===== config.mk =====
export PLATFORM = sky130hd
export DESIGN_NAME = tgate_bus_arbiter
export DESIGN_NICKNAME = d
export VERILOG_FILES = /design/src/rtl/tgate_bus_arbiter.sv
export SDC_FILE = /design/constraint.sdc
export NUM_CORES = 1
export LEC_CHECK = 0
export CORE_AREA = 4 4 50 52
export DETAILED_ROUTE_END_ITERATION = 10
export DIE_AREA = 0 0 54 56
export GPL_TIMING_DRIVEN = 0
export PLACE_DENSITY = 0.88
export SETUP_SLACK_MARGIN = 0.05
export SYNTH_ARGS = -nofsm -noshare
export SYNTH_HDL_FRONTEND = slang
export SYNTH_SLANG_ARGS = --single-unit
export TNS_END_PERCENT = 1

===== constraint.sdc =====
create_clock -name clk -period 5.7 [get_ports clk]
set_input_delay 0.57 -clock clk [delete_from_list [all_inputs] [get_ports clk]]
set_output_delay 0.57 -clock clk [all_outputs]
set_load 0.01 [all_outputs]

===== src/rtl/tgate_bus_arbiter.sv =====
// tgate_bus_arbiter: round-robin break-before-make arbiter driving N transmission-gate bus switches
module tgate_bus_arbiter #(
  parameter int N        = 4,
  parameter int DEAD     = 2,
  parameter int MAX_HOLD = 16
) (
  input  logic         clk,
  input  logic         rst,
  input  logic [N-1:0] req,
  output logic [N-1:0] grant,
  output logic [N-1:0] ncontrol,
  output logic [N-1:0] pcontrol,
  output logic         busy
);
  localparam int PW = $clog2(N);
  localparam int HW = $clog2(MAX_HOLD + 1);
  localparam int DW = $clog2(DEAD + 1);
  localparam logic [1:0] IDLE = 2'd0;
  localparam logic [1:0] ON   = 2'd1;
  localparam logic [1:0] GAP  = 2'd2;

  logic [1:0]    state_q, state_d;
  logic [PW-1:0] ptr_q, ptr_d, win;
  logic [HW-1:0] hold_q, hold_d;
  logic [DW-1:0] dead_q, dead_d;
  logic [N-1:0]  grant_q, grant_d;
  logic          busy_q, busy_d;
  logic          others, rel;

  assign others   = |(req & ~grant_q);
  assign rel      = !req[ptr_q] || (hold_q == HW'(MAX_HOLD) && others);
  assign grant    = grant_q;
  assign ncontrol = grant_q;
  assign pcontrol = ~grant_q;
  assign busy     = busy_q;

  // first requester after the pointer wins; scanning backwards lets the nearest one overwrite
  always_comb begin
    win = ptr_q;
    for (int i = N; i >= 1; i--)
      if (req[PW'((int'(ptr_q) + i) % N)]) win = PW'((int'(ptr_q) + i) % N);
  end

  // IDLE -> ON -> GAP sequencing with saturating hold count and dead-time countdown
  always_comb begin
    state_d = state_q;
    ptr_d   = ptr_q;
    hold_d  = hold_q;
    dead_d  = dead_q;
    grant_d = grant_q;
    case (state_q)
      ON: begin
        hold_d  = rel ? '0 : (hold_q == HW'(MAX_HOLD) ? hold_q : hold_q + HW'(1));
        dead_d  = rel ? DW'(DEAD) : dead_q;
        grant_d = rel ? '0 : grant_q;
        state_d = rel ? GAP : ON;
      end
      GAP: begin
        dead_d  = dead_q - DW'(1);
        state_d = dead_q != DW'(1) ? GAP : (|req ? ON : IDLE);
        ptr_d   = state_d == ON ? win : ptr_q;
        hold_d  = state_d == ON ? HW'(1) : hold_q;
        grant_d = state_d == ON ? N'(1) << win : '0;
      end
      default: begin
        state_d = |req ? ON : IDLE;
        ptr_d   = |req ? win : ptr_q;
        hold_d  = |req ? HW'(1) : '0;
        grant_d = |req ? N'(1) << win : '0;
      end
    endcase
    busy_d = state_d != IDLE;
  end

  // register all state and outputs; reset parks the pointer so requester 0 wins first
  always_ff @(posedge clk) begin
    if (rst) begin
      state_q <= IDLE;
      ptr_q   <= PW'(N - 1);
      hold_q  <= '0;
      dead_q  <= '0;
      grant_q <= '0;
      busy_q  <= 1'b0;
    end else begin
      state_q <= state_d;
      ptr_q   <= ptr_d;
      hold_q  <= hold_d;
      dead_q  <= dead_d;
      grant_q <= grant_d;
      busy_q  <= busy_d;
    end
  end
endmodule


Word-level counts from Yosys, hierarchy flattened
Cells that the tools add are included.
{"block": "classes", "n_addsub": 6, "n_mul": 0, "div_mod_pow": 0, "magnitude_cmp": 5, "n_eq_ne": 8, "n_shift": 1, "muxes": 36, "bitwise": 3, "n_reduce_logical": 11}
{"operator": "$mux 2", "count": 9}
{"operator": "$lt 2x4->1 const B", "count": 4}
{"operator": "$mux 5", "count": 3}
{"operator": "$mux 4", "count": 3}
{"operator": "$pmux 2 s2", "count": 3}
{"operator": "$mux 1", "count": 11}
{"operator": "$bmux 1 s2", "count": 5}
{"operator": "$pmux 5 s2", "count": 1}
{"operator": "$pmux 4 s2", "count": 1}
{"operator": "$reduce_or 4->1", "count": 2}
{"operator": "$reduce_bool 2->1", "count": 3}
{"operator": "$add 5x1->5 const B", "count": 1}
{"operator": "$eq 5x5->1 const B", "count": 1}
{"operator": "$add 2x1->2 const B", "count": 2}
{"operator": "$add 2x2->2 const B", "count": 2}
{"operator": "$and 4x4->4", "count": 1}
{"operator": "$eq 2x1->1 const B", "count": 2}
{"operator": "$ne 2x2->1 const B", "count": 2}
{"operator": "$not 4->4", "count": 1}
{"operator": "$reduce_and 2->1", "count": 2}
{"operator": "$shl 1x2->4 const A", "count": 1}
{"operator": "$lt 2x3->1 const B", "count": 1}
{"operator": "$ne 3x3->1 const B", "count": 1}
{"operator": "$reduce_and 3->1", "count": 1}
{"operator": "7 further kinds", "count": 7}
{"block": "totals", "regBits": 16, "latchBits": 0, "ram_bits": 0, "romBits": 0, "inputBits": 6, "out_inout_bits": 13, "elab_cells": 76, "n_memories": 0}

Depth between registers and ports, before layout
Gate-level depths: netlist (run 1).
{"block": "logic_depth", "ltp_word": 11, "depth_mapped": 8, "ltp_nobuf": 7}

Worst setup path before layout (run 1)
OpenSTA, ideal clock, no wires.
{"block": "synth_timing", "path_type": "input -> register", "start": "in req[3]", "end": "reg hold_q[4]", "setup_time_ps": 96, "t_arrival_ps": 1772, "t_required_ps": 5604, "setup_slack_ps": 3832, "stages": 5, "n_path_buf": 0, "path_cell_list": "nor4_1 nand2b_1 a32oi_2 o32a_1 o41ai_2"}
{"block": "synth_between", "elab_chain_len": 6, "word_cells_on_any_way": 16, "classes_between": "3 x eq/ne; 6 x mux; 1 x bitwise; 6 x reduce/logical"}
{"element": "from (decl)", "line_no": "9", "text": "input logic [N-1:0] req,"}
{"element": "$reduce_or 4->1 (tied with other cells)", "line_no": "60", "text": "state_d = dead_q != DW'(1) ? GAP : (|req ? ON : IDLE);"}
{"element": "$mux 1 (tied with other cells)", "line_no": "60"}
{"element": "$mux 2 (tied with other cells)", "line_no": "60"}
{"element": "$eq 2x1->1 / $logic_or 1x1->1 (equally long branches)", "line_no": "62, 31"}
{"element": "$ne 2x2->1 (no line) (tied with other cells)"}
{"element": "$reduce_and 2->1 (no line) / $pmux 5 s2 (equally long branches)"}
{"element": "to (signal assigned)", "line_no": "87", "text": "hold_q <= hold_d;"}
{"element": "to (decl)", "line_no": "24", "text": "logic [HW-1:0] hold_q, hold_d;"}
Parallel ways exist; a longest one is shown, timed or not. The select of a mux whose other input is x is not followed.
A chain may end at the register's enable or synchronous reset.

Final worst setup path (run 1)
Same ends and word-level chain as after synthesis.

==> impl_metrics.csv, run 1 <==
group,metric,value,unit
critical_path,reg2reg_slack,3.73,ns
synth,ys_seq_area_share,30.0,%
flow_run,maxCapViolations,0,
power_and_ir_drop,irDropWorstVdd,165,uV
run_status,status,"finished, final reports clean",
floorplanning,die_h,56,um
grt,grt_max_degree,11,
placement,dp_hpwl,1790,um
layout,regArea,320,um2
synth,synth_commonest_cells,"16 x dfxtp_1, 15 x inv_1, 10 x nand2_1",
critical_path,cp-start-kind,"input port",
clocking,worstSkewPairLatency,0.30,ns
floorplanning,start_util,50.7,%
synth,synth_nets,135,
power_and_ir_drop,power_density,253,nW/um2
route,drt_pre_antenna_iters,4,
synth,synth_area_leaders,"dfxtp_1 30%, ha_1 5.9%, inv_1 5.3%",
sta,setup_viol,0,
synth,yosysMostFrequentCell,"dfxtp_1",
grt,grt_pass1_wl,4110,um
route,drc,0,
synth,yosysUniqueCellTypes,46,
layout,antenna_cells,0,
sta,tightest_slew,0.810,ns
synth,syn_avg_cell_area,8.61,um2
layout,fill_cells,182,
sta,fin_crit,2.42,ns
sta,max_slew_margin,45.5,%
synth,netlist_area,1070,um2
sta,max_freq,413,MHz
route,routed_via_density,5.60,
clocking,cts_tree,"done",
sta,tns,0,ns
synth,synth-simple-area-share,24.4,%
grt,grt_use_total,17.8,%
synth,ys_seq_elements,16,
clocking,cts-root-buf,"clkbuf_4",
floorplanning,die_w,54,um
critical_path,critical_path_class,"input port to flip-flop",
synth,synth_top_family_by_area,"compound AO/OA/AOI/OAI gates",
layout,syn_to_final_growth,23.6,%
layout,fin_nets,158,
route,ant_nets,0,
synth,synthArstFlopShare,0,%
sta,finClkSkew,0.00197,ns
critical_path,cp-end-kind,"flip-flop",
synth,synth_flop_cell,"dfxtp_1",
clocking,clk_pin_slew,0.09,ns
grt,grt_pass1_vias,974,
route,via_count,974,
layout,drive_gt1_share,15.1,%
synth,synth_fa_ha_area_share,5.86,%
route,drt_wl_total,2430,um
synth,yosysTopAreaCell,"dfxtp_1",
synth,synth_mux_area_share,3.05,%
sta,grt_setup_unrepaired,"no",
critical_path,cp.required,5.90,ns
floorplanning,io_pins,19,
sta,finalMaxSlewViolations,0,
critical_path,critPathMaxFanout,7,
route,drt_iter0_drc,11,
sta,hold_viol,0,
clocking,numCtsBuffers,3,
placement,gp_congestion,0.786,
synth,yosysWarnings,0,
power_and_ir_drop,p_leak,0.508,nW
floorplanning,dieArea,3020,um2
synth,synth-compound-area-share,25.4,%
grt,antenna_found_initial,0,
hold_path,hold_class,"flip-flop to flip-flop",
floorplanning,num_rows,17,
placement,io_buffers,18,
clocking,cts_setup_buffers,0,
route,wl_per_cell,13.9,um
clocking,clockBufferDepth,2,
sta,post-route-period-util,42.5,%
sta,holdWs,0.503,ns
clocking,postCtsHoldBufs,0,
critical_path,crit_arrival,2.62,ns
floorplanning,core_area,2110,um2
synth,syn_inst,124,
synth,synthXorXnorAreaFrac,0,%
clocking,htreeDepth,1,
synth,synth_top_area_share,30.0,%
clocking,cts_resized,0,
layout,multi_input_area,627,um2
synth,synth_edf_count,0,
grt,grt-ovfl-total,0,
clocking,cts.sinks,16,
==> cell usage in the layout (no fill, tap or decap), types with 3 or more instances in the layout <==
master and n:
inv_1 15, clkdlybuf4s50_1 18, dfxtp_1 16, buf_4 4, nor2_1 6, nor2b_1 4
o211ai_1 3, a21oi_1 9, ha_1 5, clkbuf_4 3, nand2_1 10, nand3_1 7
==> where the power goes <==
part           switching, W  leakage (nW)  total (W)  internal, W
Sequential       0.00000759         0.131   0.000130     0.000122
Combinational     0.0000620         0.355   0.000125    0.0000635
Clock             0.0000387        0.0210  0.0000778    0.0000390
Total              0.000108         0.508   0.000333     0.000225
==> worst paths after layout <==
check	to	cells past startpoint	startpoint
max	hold_q[4]$_SDFFE_PP0P_	6	req[3]
min reg2reg	grant[3]$_SDFFE_PP0N_	2	grant[3]$_SDFFE_PP0N_
max reg2reg	grant[3]$_SDFFE_PP0N_	8	hold_q[0]$_SDFFE_PP0P_
min	grant[3]$_SDFFE_PP0N_	2	grant[3]$_SDFFE_PP0N_
==> layout make-up <==
class | count | share of cell area (%)
Timing Repair Buffer | 18 | 13.7
Buffer | 8 | 4.55
Sequential cell | 16 | 24.3
Inverter | 16 | 4.55
Clock buffer | 4 | 2.75
Tap cell | 28 | 2.66
Multi-Input combinational cell | 84 | 47.5
==> flip-flops by register name, summed over array words and instances (netlist names) <==
name and cells:
ptr_q 2, dead_q 2, busy 1, state_q 2, hold_q 5, grant 4
==> layer usage <==
metal | share of wire [%] | vias up | track usage, % | routed length (um)
li1 | - | 489 | - | -
met1 | 45 | 455 | 20.9 | 1080
met2 | 48 | 22 | 29.9 | 1170
met3 | 4.7 | 8 | 3.49 | 115
met4 | 2.4 | 0 | 8.19 | 57
met5 | 0 | - | 0 | 0
==> critical path, cell delays in order <==
cell	delay [ns]
clkdlybuf4s50_1	0.53
nor4_1	0.76
nand2b_1	0.21
a32oi_2	0.13
o32a_1	0.36
o41ai_2	0.06
==> stage by stage <==
stage               cells  utilization [%]  setup slack, ns  total power (W)  cell area, um2
CTS                   174             62.6             3.29         0.000334            1320
finish                174             62.6             3.28         0.000333            1320
global placement      170             60.9             3.05         0.000252            1280
global route          174             62.6             3.14         0.000354            1320
floorplan             124                -             3.83         0.000215            1070
detailed placement    170             60.9             2.99         0.000257            1280
==> kinds of logic (layout without fill, tap and decap cells) <==
logic type	after synthesis	in the layout
simple gates	44	44
compound gates	33	33
buf+inv	24	46
flops	16	16
fa+ha+maj	5	5
mux	2	2
No activity file was read; power rests on OpenSTA's default activity.
==> run 2, diff against run 1 <==
CORE_AREA = 4 4 51 53   (was 4 4 50 52)
DIE_AREA = 0 0 55 57   (was 0 0 54 56)
PLACE_DENSITY = 0.86   (was 0.88)
clock period = 2.5 ns   (was 5.7 ns; I/O delays follow)
==> run 2 against run 1 <==
- sequential power increased by 130%
- hold slack improved by 0.0040 ns
- clock skew shrank 0.00059 ns
- largest cell class unchanged
==> impl_metrics.csv, run 2 (synthesis results as in run 1) <==
group,metric,value,unit
layout,fin_nets,158,
sta,tightest_slew,0.884,ns
sta,post-route-period-util,87.5,%
grt,grt_max_degree,11,
placement,gp_congestion,0.750,
sta,final.setup.worst_slack,0.312,ns
power_and_ir_drop,p_total,0.000758,W
clocking,cts-root-buf,"clkbuf_4",
sta,grt_setup_unrepaired,"no",
critical_path,critical_path.cell_chain,"clkdlybuf4s50_1, nor4_1, nand2b_1, a32oi_2, o32a_1, o41ai_2",
route,wl_per_cell,13.9,um
layout,fill_cells,185,
route,drt_wl_total,2430,um
grt,grt_use_total,16.3,%
critical_path,critical_path_class,"input port to flip-flop",
layout,antenna_cells,0,
sta,tns,0,ns
power_and_ir_drop,power_density,575,nW/um2
route,routed_via_density,5.76,
floorplanning,start_util,49.7,%
route,drt_iter0_drc,38,
placement,io_buffers,18,
placement,place_area,1280,um2
sta,finClkSkew,0.00138,ns
sta,max_slew_margin,40.5,%
clocking,cts_tree,"done",
floorplanning,io_pins,19,
floorplanning,num_rows,17,
clocking,cts_resized,0,
layout,final_common_cell,"clkdlybuf4s50_1",
clocking,clk_pin_slew,0.10,ns
route,ant_nets,0,
critical_path,critPathMaxFanout,7,
grt,antenna_found_initial,0,
clocking,worstSkewPairLatency,0.29,ns
critical_path,crit_arrival,2.39,ns
sta,setup_viol,0,
clocking,htreeDepth,1,
layout,syn_to_final_growth,23.6,%
placement,dp_hpwl,1860,um
sta,max_freq,457,MHz
power_and_ir_drop,irDropWorstVdd,370,uV
placement,dp_slack,0.0672,ns
clocking,cts_setup_buffers,0,
grt,grt-ovfl-total,0,
clocking,numCtsBuffers,3,
floorplanning,dieArea,3140,um2
critical_path,cpPeakStageDelay,0.82,ns
critical_path,cp-end-kind,"flip-flop",
route,drt_pre_antenna_iters,4,
layout,largest_reg_flops,5,
grt,grt_pass1_wl,3840,um
critical_path,cp-start-kind,"input port",
clocking,clockBufferDepth,2,
floorplanning,die_w,55,um
floorplanning,die_h,57,um
floorplanning,core_area,2150,um2
critical_path,cp.required,2.70,ns
run_status,status,"finished, final reports clean",
route,drc,0,
clocking,cts.sinks,16,
sta,hold_viol,0,
clocking,postCtsHoldBufs,0,
sta,finalMaxSlewViolations,0,
hold_path,hold_class,"flip-flop to flip-flop",
grt,grt_pass1_vias,912,
layout,final_cell_mix,"18 x clkdlybuf4s50_1, 16 x dfxtp_1, 15 x inv_1",
layout,regMostFlops,"hold_q",
route,via_count,1003,
layout,drive_gt1_share,15.1,%
power_and_ir_drop,p_leak,0.508,nW
layout,design_area,1320,um2
sta,fin_crit,2.19,ns
critical_path,cpMaxStageDelayCell,"nor4_1",
flow_run,maxCapViolations,0,
==> run 2: stage by stage <==
| stage | instances | util, % | hold slack (ns) |
|---|---|---|---|
| finish | 174 | 61.4 | 0.507 |
| global route | 174 | 61.4 | 0.538 |
| CTS | 174 | 61.4 | 0.507 |
| detailed placement | 170 | 59.7 | 0.493 |
| global placement | 170 | 59.7 | 0.475 |
| floorplan | 124 | - | 0.351 |
==> run 2: power breakdown <==
group	total, W	switching [W]	leakage [nW]	internal (W)
clock network	0.000177	0.0000879	0.0210	0.0000887
registers	0.000296	0.0000166	0.131	0.000279
logic	0.000286	0.000141	0.355	0.000145
==> run 2: area by class of cell <==
type	count	area (um2)	share of cell area, %
inverters	16	60.1	4.55
flip-flops and latches	16	320	24.3
repair buffers	18	180	13.7
well taps	28	35.0	2.66
clock buffers	4	36.3	2.75
plain buffers	8	60.1	4.55
multi-input cells	84	627	47.5
==> run 2: routing by layer <==
metal  global-route usage [%]  part of all wire (%)
met1                     19.5                    44
met2                     27.5                    47
met3                     3.66                   6.8
met4                     6.25                   2.3
met5                        0                     0
==> run 2: final timing paths <==
kind / end / start / cells after the start / slack [ns]
max: hold_q[4]$_SDFFE_PP0P_ / req[3] / 6 / 0.31
min: dead_q[0]$_SDFFE_PP0P_ / dead_q[0]$_SDFFE_PP0P_ / 2 / 0.51
max reg2reg: grant[3]$_SDFFE_PP0N_ / hold_q[0]$_SDFFE_PP0P_ / 8 / 0.50
min reg2reg: dead_q[0]$_SDFFE_PP0P_ / dead_q[0]$_SDFFE_PP0P_ / 2 / 0.51
==> run 2: critical path, delay by kind of cell <==
kind / cells / cell delay (ns)
buffers and inverters: 1 / 0.53
and+or+nand+nor: 2 / 1.04
AOI/OAI and AO/OA: 3 / 0.57
==> run 3, diff against run 2 <==
CAP_MARGIN = 20   (was default)
==> results of run 3 <==
Final layout, timing and power as in run 2 (identical DEF).
